## src/rtl/hub75_scan_driver.sv

```systemverilog
// HUB75 scan driver: walks rows, BCM planes and columns, fetches top/bottom
// pixel pairs from the frame RAM, shifts them onto the panel, latches the row
// and shows each plane for a binary-weighted time gated by OE.
module hub75_scan_driver #(
    parameter int PANEL_WIDTH = 64,
    parameter int ROW_ADDR_W  = 3,
    parameter int BIT_DEPTH   = 4,
    parameter int BASE_TICKS  = 32
) (
    input  logic                  clk_in,
    input  logic                  n_reset_in,
    input  logic                  enable_in,
    output logic                  ram_en_out,
    output logic [15:0]           ram_addr_out,
    input  logic [23:0]           ram_data_in,
    output logic                  r1_out,
    output logic                  g1_out,
    output logic                  b1_out,
    output logic                  r2_out,
    output logic                  g2_out,
    output logic                  b2_out,
    output logic                  bclk_out,
    output logic                  lat_out,
    output logic                  oe_n_out,
    output logic [ROW_ADDR_W-1:0] row_addr_out,
    output logic                  frame_done_out
);

    localparam int SCAN_ROWS = 2 ** ROW_ADDR_W;
    localparam int COL_W     = $clog2(PANEL_WIDTH);
    localparam int PLANE_W   = (BIT_DEPTH > 1) ? $clog2(BIT_DEPTH) : 1;
    localparam int DISP_MAX  = BASE_TICKS << (BIT_DEPTH - 1);
    localparam int DISP_W    = $clog2(DISP_MAX + 1);

    localparam logic [COL_W-1:0]      COL_LAST   = COL_W'(PANEL_WIDTH - 1);
    localparam logic [PLANE_W-1:0]    PLANE_LAST = PLANE_W'(BIT_DEPTH - 1);
    localparam logic [ROW_ADDR_W-1:0] ROW_LAST   = ROW_ADDR_W'(SCAN_ROWS - 1);

    typedef enum logic [2:0] {
        ST_IDLE    = 3'd0,
        ST_COL_TOP = 3'd1,
        ST_COL_BOT = 3'd2,
        ST_COL_DRV = 3'd3,
        ST_COL_CLK = 3'd4,
        ST_LATCH   = 3'd5,
        ST_DISPLAY = 3'd6,
        ST_BLANK   = 3'd7
    } state_t;

    state_t                  state_r;
    state_t                  state_s;
    logic [COL_W-1:0]        col_r;
    logic [COL_W-1:0]        col_s;
    logic [PLANE_W-1:0]      plane_r;
    logic [PLANE_W-1:0]      plane_s;
    logic [ROW_ADDR_W-1:0]   row_r;
    logic [ROW_ADDR_W-1:0]   row_s;
    logic [DISP_W-1:0]       disp_cnt_r;
    logic [DISP_W-1:0]       disp_cnt_s;
    logic [DISP_W-1:0]       disp_target_s;
    logic                    disp_last_s;
    logic [23:0]             top_r;
    logic [2:0]              bit_idx_s;

    logic                    ram_en_s;
    logic [15:0]             ram_addr_s;
    logic [15:0]             top_addr_s;
    logic [15:0]             bot_addr_s;
    logic                    bclk_s;
    logic                    lat_s;
    logic                    oe_n_s;
    logic [ROW_ADDR_W-1:0]   row_addr_s;
    logic                    frame_done_s;

    // Select one channel bit of a pixel; ch 2=R, 1=G, 0=B, idx = bit within channel.
    function automatic logic plane_bit(input logic [23:0] px, input logic [1:0] ch,
                                       input logic [2:0] idx);
        plane_bit = px[{ch, idx}];
    endfunction

    // The plane uses the top BIT_DEPTH bits of each channel, LSB plane first.
    assign bit_idx_s     = 3'(8 - BIT_DEPTH) + 3'(plane_r);
    assign disp_target_s = DISP_W'(BASE_TICKS) << plane_r;
    assign disp_last_s   = (disp_cnt_r == (disp_target_s - DISP_W'(1)));

    // Addresses are formed from the next-cycle counters so they land with the state.
    assign top_addr_s = 16'(row_s) * 16'(PANEL_WIDTH) + 16'(col_s);
    assign bot_addr_s = (16'(row_s) + 16'(SCAN_ROWS)) * 16'(PANEL_WIDTH) + 16'(col_s);

    // State and scan-counter registers.
    always_ff @(posedge clk_in or negedge n_reset_in) begin
        if (!n_reset_in) begin
            state_r    <= ST_IDLE;
            col_r      <= COL_W'(0);
            plane_r    <= PLANE_W'(0);
            row_r      <= ROW_ADDR_W'(0);
            disp_cnt_r <= DISP_W'(0);
        end else begin
            state_r    <= state_s;
            col_r      <= col_s;
            plane_r    <= plane_s;
            row_r      <= row_s;
            disp_cnt_r <= disp_cnt_s;
        end
    end

    // Next-state and counter sequencing: columns inside planes inside rows.
    always_comb begin
        state_s    = state_r;
        col_s      = col_r;
        plane_s    = plane_r;
        row_s      = row_r;
        disp_cnt_s = disp_cnt_r;
        case (state_r)
            ST_IDLE: begin
                col_s      = COL_W'(0);
                plane_s    = PLANE_W'(0);
                row_s      = ROW_ADDR_W'(0);
                disp_cnt_s = DISP_W'(0);
                if (enable_in) begin
                    state_s = ST_COL_TOP;
                end else begin
                    state_s = ST_IDLE;
                end
            end
            ST_COL_TOP: state_s = ST_COL_BOT;
            ST_COL_BOT: state_s = ST_COL_DRV;
            ST_COL_DRV: state_s = ST_COL_CLK;
            ST_COL_CLK: begin
                if (col_r == COL_LAST) begin
                    state_s = ST_LATCH;
                    col_s   = COL_W'(0);
                end else begin
                    state_s = ST_COL_TOP;
                    col_s   = col_r + COL_W'(1);
                end
            end
            ST_LATCH: begin
                state_s    = ST_DISPLAY;
                disp_cnt_s = DISP_W'(0);
            end
            ST_DISPLAY: begin
                if (disp_last_s) begin
                    state_s    = ST_BLANK;
                    disp_cnt_s = DISP_W'(0);
                end else begin
                    disp_cnt_s = disp_cnt_r + DISP_W'(1);
                end
            end
            ST_BLANK: begin
                if (plane_r == PLANE_LAST) begin
                    plane_s = PLANE_W'(0);
                    if (row_r == ROW_LAST) begin
                        row_s = ROW_ADDR_W'(0);
                    end else begin
                        row_s = row_r + ROW_ADDR_W'(1);
                    end
                end else begin
                    plane_s = plane_r + PLANE_W'(1);
                end
                // Stopping only happens here, so a plane is never cut short.
                if (enable_in) begin
                    state_s = ST_COL_TOP;
                end else begin
                    state_s = ST_IDLE;
                    col_s   = COL_W'(0);
                    plane_s = PLANE_W'(0);
                    row_s   = ROW_ADDR_W'(0);
                end
            end
            default: begin
                state_s    = ST_IDLE;
                col_s      = COL_W'(0);
                plane_s    = PLANE_W'(0);
                row_s      = ROW_ADDR_W'(0);
                disp_cnt_s = DISP_W'(0);
            end
        endcase
    end

    // Output decode from the upcoming state so the registered pins align with it.
    always_comb begin
        ram_en_s     = 1'b0;
        ram_addr_s   = ram_addr_out;
        bclk_s       = 1'b0;
        lat_s        = 1'b0;
        oe_n_s       = 1'b1;
        row_addr_s   = row_addr_out;
        frame_done_s = 1'b0;
        case (state_s)
            ST_COL_TOP: begin
                ram_en_s   = 1'b1;
                ram_addr_s = top_addr_s;
            end
            ST_COL_BOT: begin
                ram_en_s   = 1'b1;
                ram_addr_s = bot_addr_s;
            end
            ST_COL_CLK: bclk_s = 1'b1;
            ST_LATCH: begin
                lat_s      = 1'b1;
                row_addr_s = row_s;
            end
            ST_DISPLAY: oe_n_s = 1'b0;
            ST_BLANK:   frame_done_s = (plane_s == PLANE_LAST) && (row_s == ROW_LAST);
            default:    ram_en_s = 1'b0;
        endcase
    end

    // Control pin registers.
    always_ff @(posedge clk_in or negedge n_reset_in) begin
        if (!n_reset_in) begin
            ram_en_out     <= 1'b0;
            ram_addr_out   <= 16'h0000;
            bclk_out       <= 1'b0;
            lat_out        <= 1'b0;
            oe_n_out       <= 1'b1;
            row_addr_out   <= ROW_ADDR_W'(0);
            frame_done_out <= 1'b0;
        end else begin
            ram_en_out     <= ram_en_s;
            ram_addr_out   <= ram_addr_s;
            bclk_out       <= bclk_s;
            lat_out        <= lat_s;
            oe_n_out       <= oe_n_s;
            row_addr_out   <= row_addr_s;
            frame_done_out <= frame_done_s;
        end
    end

    // Pixel capture: top word arrives during COL_BOT, bottom word during COL_DRV;
    // the colour pins change together with the rising shift clock and then hold.
    always_ff @(posedge clk_in or negedge n_reset_in) begin
        if (!n_reset_in) begin
            top_r  <= 24'h000000;
            r1_out <= 1'b0;
            g1_out <= 1'b0;
            b1_out <= 1'b0;
            r2_out <= 1'b0;
            g2_out <= 1'b0;
            b2_out <= 1'b0;
        end else begin
            if (state_r == ST_COL_BOT) begin
                top_r <= ram_data_in;
            end else begin
                top_r <= top_r;
            end
            if (state_r == ST_COL_DRV) begin
                r1_out <= plane_bit(top_r, 2'd2, bit_idx_s);
                g1_out <= plane_bit(top_r, 2'd1, bit_idx_s);
                b1_out <= plane_bit(top_r, 2'd0, bit_idx_s);
                r2_out <= plane_bit(ram_data_in, 2'd2, bit_idx_s);
                g2_out <= plane_bit(ram_data_in, 2'd1, bit_idx_s);
                b2_out <= plane_bit(ram_data_in, 2'd0, bit_idx_s);
            end else begin
                r1_out <= r1_out;
                g1_out <= g1_out;
                b1_out <= b1_out;
                r2_out <= r2_out;
                g2_out <= g2_out;
                b2_out <= b2_out;
            end
        end
    end

endmodule

```

## config.mk

```make
export PLATFORM = sky130hd
export DESIGN_NAME = hub75_scan_driver
export DESIGN_NICKNAME = d
export VERILOG_FILES = /design/src/rtl/hub75_scan_driver.sv
export SDC_FILE = /design/constraint.sdc
export NUM_CORES = 1
export LEC_CHECK = 0
export CORE_MARGIN = 10
export CORE_UTILIZATION = 49
export CTS_BUF_LIST = sky130_fd_sc_hd__clkbuf_4 sky130_fd_sc_hd__clkbuf_8
export DETAILED_ROUTE_END_ITERATION = 10
export GPL_ROUTABILITY_DRIVEN = 0
export PLACE_DENSITY_LB_ADDON = 0.25
export SLEW_MARGIN = 5
export SYNTH_ARGS = -nofsm -noshare
export SYNTH_HDL_FRONTEND = slang
export SYNTH_SLANG_ARGS = --single-unit
```

## constraint.sdc

```tcl
create_clock -name clk_in -period 2.4 [get_ports clk_in]
set_clock_uncertainty 0.15 [all_clocks]
set_input_delay 0.36 -clock clk_in [delete_from_list [all_inputs] [get_ports clk_in]]
set_output_delay 0.36 -clock clk_in [all_outputs]
set_load 0.03 [all_outputs]
```

After elaboration in Yosys (flattened, before gate mapping)
Index checks and enable logic that the tools add are counted.
{"block": "word_totals", "register_bits": 77, "latch_bits": 0, "mem_bits_ro": 0, "output_inout_bits": 30, "n_memories": 0, "mem_bits_rw": 0}
{"block": "op_classes", "magnitude_cmp": 3, "mul": 0, "bitwise_logic": 0, "n_eq_ne": 19, "mux": 34, "n_shift": 1, "div": 0, "addsub": 9, "reduce_logical": 7}
{"operator": "$pmux W16 S2", "n": 1}
{"operator": "$eq A3 B3 Y1 const B", "n": 10}
{"operator": "$pmux W3 S7", "n": 1}
{"operator": "$bmux W1 S3", "n": 6}
{"operator": "$pmux W6 S3", "n": 1}
{"operator": "$pmux W9 S2", "n": 1}
{"operator": "$mux W3", "n": 5}
{"operator": "$add A11 B6 Y12", "n": 1}
{"operator": "$mux W1", "n": 12}
{"operator": "$mux W6", "n": 2}
{"operator": "$add A9 B6 Y10", "n": 1}
{"operator": "$add A9 B1 Y9 const B", "n": 1}
{"operator": "$eq A3 B2 Y1 const B", "n": 3}
{"operator": "$eq A9 B9 Y1", "n": 1}
{"operator": "$mux W9", "n": 1}
{"operator": "$shl A6 B2 Y9 const A", "n": 1}
{"operator": "$sub A9 B1 Y9 const B", "n": 1}
{"operator": "$add A6 B1 Y6 const B", "n": 1}
{"operator": "$eq A3 B1 Y1 const B", "n": 2}
{"operator": "$eq A6 B6 Y1 const B", "n": 1}
{"operator": "$lt A3 B6 Y1 const B", "n": 1}
{"operator": "$lt A4 B6 Y1 const B", "n": 1}
{"operator": "$lt A5 B6 Y1 const B", "n": 1}
{"operator": "$pmux W3 S2", "n": 1}
{"operator": "11 further kinds", "n": 16}

Depth between registers and ports, before layout
{"block": "logic_depth", "ltp_word": 8, "ltp_mapped": 9}

Worst setup path after synthesis
No wires, ideal clock.
{"block": "synth_timing", "kind": "register to register", "startpoint": "register plane_r[0]", "endpoint": "register row_addr_out[0]", "setup_time_ns": 0.125, "setup_slack_ns": -0.223, "path_stages_with_launch": 9, "t_arrival_ns": 2.348, "cell_sequence": "dfrtp_1 clkbuf_1 inv_1 ha_1 xnor2_1 nor3_4 a31oi_4 or3_4 mux2_4"}
{"block": "synth_via", "elab_chain_cells": 6}
{"item": "from (decl)", "line": "54", "text": "logic [PLANE_W-1:0] plane_r;"}
{"item": "from (signal assigned)", "line": "101", "text": "plane_r <= plane_s;"}
{"item": "$shl A6 B2 Y9", "line": "83", "text": "assign disp_target_s = DISP_W'(BASE_TICKS) << plane_r;"}
{"item": "$sub A9 B1 Y9", "line": "84", "text": "assign disp_last_s = (disp_cnt_r == (disp_target_s - DISP_W'(1)));"}
{"item": "$eq A9 B9 Y1", "line": "84"}
{"item": "$mux W3", "line": "143", "text": "if (disp_last_s) begin"}
{"item": "$pmux W3 S7", "line": "114", "text": "case (state_r)"}
{"item": "$eq A3 B3 Y1", "line": "190", "text": "case (state_s)"}
{"item": "to (signal assigned)", "line": "226", "text": "row_addr_out <= row_addr_s;"}
{"item": "to (decl)", "line": "25", "text": "output logic [ROW_ADDR_W-1:0] row_addr_out,"}
Several ways; a longest one is shown, not always the timed one.
A chain may end at the register's enable or synchronous reset.

Worst setup path after layout
Ends and elaborated chain as after synthesis.

==> impl_metrics.csv <==
group,metric,value,unit
power_and_ir_drop,p_int,3350,uW
power_and_ir_drop,p_clk_share,20.7,%
layout,seq_area,0.00148,sq mm
routing,detail-route-antenna-nets,0,
power_and_ir_drop,swShare,38.2,%
timing,tightestPinTransition,636,ps
yosys,synth_mux_area_share,14.3,%
setup_path,start_kind,"flop",
worst_hold_path,hp-class,"in2async",
yosys,yosysWarnings,0,
yosys,synth-adder-area-share,4.41,%
layout,n_antenna_cell,0,
floorplanning,rows,29,
setup_path,arrival,2370,ps
floorplanning,initial_core_util,49.7,%
yosys,synthDistinctLibCells,59,
yosys,synth_xor_area_share,2.93,%
timing,worst_hold_slack,345,ps
clock_network,cts.path.max_buffers,2,
timing,setup_violations,0,
setup_path,max_stage_delay,430,ps
routing,vias,2239,
timing,slew_headroom,57.5,%
global_route,grt_pass1_vias,2261,
yosys,synth-simple-area-share,13.4,%
yosys,synth-compound-area-share,11.8,%
routing,routed_wl,6360,um
global_route,grt_start_max_net_pins,26,
timing,period_minus_slack,2290,ps
floorplanning,die_h,99.8,um
clock_network,cts_buffers,9,
run_status,status,"completed",
layout,multiInputGateArea,0.00149,sq mm
setup_path,r2r_slack,110,ps
setup_path,crit_type,"reg2reg",
power_and_ir_drop,powerDensity,1380,mW/mm^2
floorplanning,coreArea,0.00628,sq mm
yosys,synth-edff-count,0,
floorplanning,die_area,0.00996,sq mm
yosys,postSynthAreaPerCell,11.6,sq um
power_and_ir_drop,power_switching,2070,uW
setup_path,crit_path_cell_trace,"ha_1 > xnor3_1 > and2_4 > a31oi_4 > or3_4 > mux2_4",
layout,nNetsFinal,366,
layout,drive_gt1_share,24.3,%
clock_network,cts_tree,"built",
power_and_ir_drop,power_leakage,0.00178,uW
setup_path,crit_required,2480,ps
routing,routed_via_density,5.46,
placed_design,io_buffers,38,
power_and_ir_drop,pwr-share-comb,50.5,%
clock_network,clock_latency,340,ps
routing,drtIter0Drc,105,
setup_path,end_kind,"flop",
setup_path,reg2reg_depth,6,
timing,min_period_over_period,95.4,%
clock_network,htreeDepth,3,
global_route,antenna_found_initial,0,
global_route,grt.total_usage,13.3,%
yosys,synth_ff_type,"dfrtp_1",
layout,syn2layout_area_growth,25.7,%
setup_path,startpoint,"plane_r[0]",
yosys,synth-seq-area-share,47.4,%
clock_network,clock_sinks,59,
setup_path,critPathSlowestCell,"or3_4",
global_route,grt_pass1_wl,10800,um
routing,drcViolationCount,0,
timing,tns,0,ps
setup_path,r2r_end,"row_addr_out[0]",
clock_network,root_buffer,"clkbuf_8",
routing,wl_per_cell,15.5,um
setup_path,path_max_fanout,5,
timing,fmax,437,MHz
global_route,overflow,0,
timing,rsz0062_at_grt,"false",
floorplanning,io_pins,57,
timing,drv_slew,0,
layout,fillers,500,
clock_network,clk_pin_slew,70,ps
yosys,synth_top_family_by_area,"multiplexers",
yosys,ys_seq_elements,59,
yosys,synth-async-reset-ratio,100,%
placed_design,dpl.hpwl,4850,um
timing,final-hold-violation-count,0,
power_and_ir_drop,p_seq_share,28.8,%
yosys,mappedNetlistArea,0.00312,sq mm
setup_path,r2r_start,"plane_r[0]",
routing,drt-pass1-iter-count,4,
power_and_ir_drop,ir_drop,1.04,mV
yosys,syn_inst,269,
floorplanning,die_w,99.8,um
flow_run,cap_violations,0,
what timing repair did:
action / CTS / global route
gates resized for setup: 0 / 3
hold endpoints to repair: 16 / 0
buffers inserted: 0 / 1
hold buffers: 1 / 0
setup endpoints to repair: 0 / 12
cell families after synthesis:
| logic type | count (synthesis) |
|---|---|
| and+or+nand+nor | 71 |
| DFF | 59 |
| AOI/OAI and AO/OA | 51 |
| buffers and inverters | 35 |
| muxes | 33 |
| adders and majority gates | 11 |
| xor gates and xnor gates | 8 |
| other | 1 |
flip-flops by register name (all words and copies together) (netlist names), 2 cells and up:
signal / cells
top_r: 12
row_r: 3
ram_addr_out: 10
disp_cnt_r: 9
state_r: 3
plane_r: 2
row_addr_out: 3
col_r: 6
final cells by class:
class | instances | share of cell area (%)
clock buffers | 11 | 3.70
clock inverters | 5 | 2.55
inverters | 19 | 1.82
multi-input cells | 180 | 38.0
flip-flops and latches | 59 | 37.7
well taps | 77 | 2.46
repair buffers | 59 | 13.8
critical path, delay by kind of cell (launching register included):
kind            cells  cell delay, ps
fa+ha+maj           1             230
xor+xnor            1             360
flops               1             420
mux                 1             310
compound gates      1             110
simple gates        2             610
per-stage QoR:
stage                     power, uW  setup slack [ps]  utilization [%]  instances  instance area [sq um]
after floorplan                3420              29.0                -        274                   3140
after global placement         4220              73.5             58.1        392                   3650
after detailed placement       4280              46.2             58.1        392                   3650
after CTS                      5410              36.9             62.2        409                   3900
after global routing           5790              1.08             62.5        410                   3920
final                          5420               111             62.5        410                   3920
power by group through the flow:
stage / combinational (uW) / clock (uW) / sequential [uW]
after floorplan: 1600 / 0 / 1820
after global placement: 2660 / 0 / 1560
after detailed placement: 2700 / 0 / 1580
after CTS: 2710 / 1140 / 1560
after global routing: 3010 / 1180 / 1610
final: 2740 / 1120 / 1560
how the worst max path moves through the flow:
stage,cells past startpoint,slack [ps],end
2_1_floorplan,8,30,row_addr_out[0]
3_3_place_gp,8,70,ram_addr_out[0]
3_5_place_dp,8,50,ram_addr_out[0]
4_1_cts,8,40,ram_addr_out[0]
5_1_grt,8,1,ram_addr_out[0]
6_report,6,110,row_addr_out[0]
cells in the mapped netlist, drive strengths merged, types with 6 or more instances:
cell    n  area, sq um
a31oi   9         71.3
and2    8         53.8
buf    12         88.8
dfrtp  58         1450
ha     11          138
inv    19         71.3
mux2   23          270
mux4    6          135
nand2  15         56.3
nand3  13         65.1
nor3   13         86.3
o21ai  11         55.1
cell usage in the layout (no fill, tap or decap), types with 3 or more instances in the layout:
master           count
nand2_1             15
nor3_1              10
clkbuf_8            10
and3_1               4
mux2_2              20
conb_1               6
inv_1               18
mux2_4               3
and2_1               6
a21oi_1              4
ha_1                11
nand3_1             13
clkdlybuf4s50_1     37
nand4_1              3
xnor2_1              3
a22o_1               5
mux2i_1              4
xor2_1               3
o21a_1               3
dfrtp_1             57
bufinv_16            3
mux4_2               6
a22oi_1              3
a211oi_1             5
buf_4               19
o21ai_0             11
a31oi_1              8
routing by layer:
metal | GRT usage [%] | vias up | share of wire, %
met1 | 16.4 | 1103 | 44
met3 | 3.57 | 13 | 4.7
met2 | 21.0 | 40 | 49
met5 | 0 | - | 0
li1 | - | 1083 | -
met4 | 6.39 | 0 | 2.0
(Power assumes the default switching activity.)
==> edit, RTL diff (same flow settings) <==
Make the reset (`n_reset_in`) synchronous in 3 clocked blocks.
--- a/src/rtl/hub75_scan_driver.sv
+++ b/src/rtl/hub75_scan_driver.sv
@@ -88,7 +88,7 @@
     assign bot_addr_s = (16'(row_s) + 16'(SCAN_ROWS)) * 16'(PANEL_WIDTH) + 16'(col_s);
 
     // State and scan-counter registers.
-    always_ff @(posedge clk_in or negedge n_reset_in) begin
+    always_ff @(posedge clk_in) begin
         if (!n_reset_in) begin
             state_r    <= ST_IDLE;
             col_r      <= COL_W'(0);
@@ -208,7 +208,7 @@
     end
 
     // Control pin registers.
-    always_ff @(posedge clk_in or negedge n_reset_in) begin
+    always_ff @(posedge clk_in) begin
         if (!n_reset_in) begin
             ram_en_out     <= 1'b0;
             ram_addr_out   <= 16'h0000;
@@ -230,7 +230,7 @@
 
     // Pixel capture: top word arrives during COL_BOT, bottom word during COL_DRV;
     // the colour pins change together with the rising shift clock and then hold.
-    always_ff @(posedge clk_in or negedge n_reset_in) begin
+    always_ff @(posedge clk_in) begin
         if (!n_reset_in) begin
             top_r  <= 24'h000000;
             r1_out <= 1'b0;
Check against the original RTL: differs if n_reset_in is asserted again (counterexample within 4 cycles, from zero or initial values and one cycle with n_reset_in low); with n_reset_in held inactive, the same outputs for 10 cycles.
==> edit against the unedited design <==
Global-route usage is 1.3 points higher. Synthesized cell count is 22% higher. Die area down 7.5%. Largest cell class unchanged. Synthesized area down 9.4%. Utilization is 3.4 points higher. Design area decreased by 7.0%. Worst setup slack better by 0.025 ns. Wire length up 2.9%. Sequential cell count stayed put. Fmax rose by 1.1%. Critical path type unchanged.
Power is not compared: it rests on default switching activity, and its combinational part moved more than twofold at a synthesized area within 25%.
==> edit: results (changes against the unedited design) <==
metric,value,unit,change
grt_pass1_vias,2349,,+3.9%
inv_count,17,,-2
io_buffers,38,,unchanged
dr_total_vias,2483,,+11%
bufAreaShareNonClock,0.1591,,+0.02160
syn_inst,328,,+22%
clkbuf_count,14,,+3
multi_input_area_share,0.4242,,+0.04418
synth_top_flop_cell,dfxtp_1,,
cp.arrival,2.34,ns,-0.03 ns
placed_cell_area,3420,um^2,-6.2%
synth_commonest_cells,"60 x nand2_1, 59 x dfxtp_1, 37 x a21oi_1",,
ys_seq_area_frac,0.4179,,-0.05584
grt_pass1_wl,10610,um,-1.7%
diodes,0,,unchanged
buffers_excl_clock,63,,+6.8%
dpl_worst_slack,-0.04716,ns,-0.09338 ns
seq_area_frac,0.3241,,-0.05308
area_delta_synth_final,29.08,%,
p_seq_frac,0.420,,
wl_per_cell,14.07,um,-9.3%
grt_max_degree,24,,-7.7%
final-clk-cell-share,0.05041,,-0.01213
setup_viol,0,,unchanged
taps,72,,-6.5%
slowest_stage,dfxtp_1,,
peakVddDrop,733.2,uV,
grt.total_usage,0.1461,,+0.01348
fin_nets,426,,+16%
reg.largest.list,"top_r x12, ram_addr_out x10, disp_cnt_r x9",,
leakage,1.416,nW,
cpPeakStageDelay,0.34,ns,-0.09 ns
placed_cells,449,,+15%
place_hpwl,4663,um,-3.8%
pwr-share-comb,0.248,,
synth_area_leaders,"dfxtp_1 42%, nand2_1 8.0%, a21oi_1 6.6%, ha_1 4.9%, mux4_2 4.8%",,
cts_hold_buf,0,,-1
fillers,475,,-5.0%
hp-class,flip-flop to flip-flop,,
multi_input_gates,238,,+32%
fin_cells,465,,+13%
p_comb,0.000629,W,
cp_top_family,multiplexers,,
synth_cell_type_count,49,,-17%
cts.sinks,59,,unchanged
crit_start,state_r[0],,
hold_start,top_r[4],,
status,finished clean,,
crit_fanout,10,,+5
worst_slew_pin_slew,0.6996,ns,+0.06341 ns
clk_pin_slew,0.07,ns,about the same
drive_gt1_frac,0.1705,,-0.07276
firstDrtPassIters,5,,+1
postSynth.asyncResetShare,0,,-1.000
drt_iter0_drc,102,,-2.9%
cts_root_buffer,clkbuf_8,,
-- edit: per-layer routing --
metal,vias up,share of wire,track usage
li1,1248,-,-
met2,73,0.46,0.2223
met1,1151,0.43,0.1769
met3,11,0.087,0.04825
met4,0,0.017,0.08477
met5,-,0,0
-- edit: cells by family after synthesis --
logic type	after synthesis	synth area share
AO/OA/AOI/OAI	69	0.1465
AND/OR/NAND/NOR	128	0.2085
buffers and inverters	36	0.05932
multiplexers	21	0.1085
XOR/XNOR	3	0.009298
other	1	0.001327
adder cells (fa/ha/maj)	11	0.04869
flip-flops	59	0.4179
-- edit: worst paths after layout --
kind                           to  cells after the start  slack (ns)
setup / recovery  ram_addr_out[4]                      8        0.14
hold / removal           top_r[4]                      2        0.30
setup reg to reg  ram_addr_out[4]                      8        0.14
hold reg to reg          top_r[4]                      2        0.30
-- edit: what timing repair did --
action                     in CTS  in global routing
pin swaps                       0                  0
resized for setup               1                  8
setup endpoints to repair       1                  7
hold endpoints to repair        0                  0
cloned                          0                  0
buffers inserted                0                  0
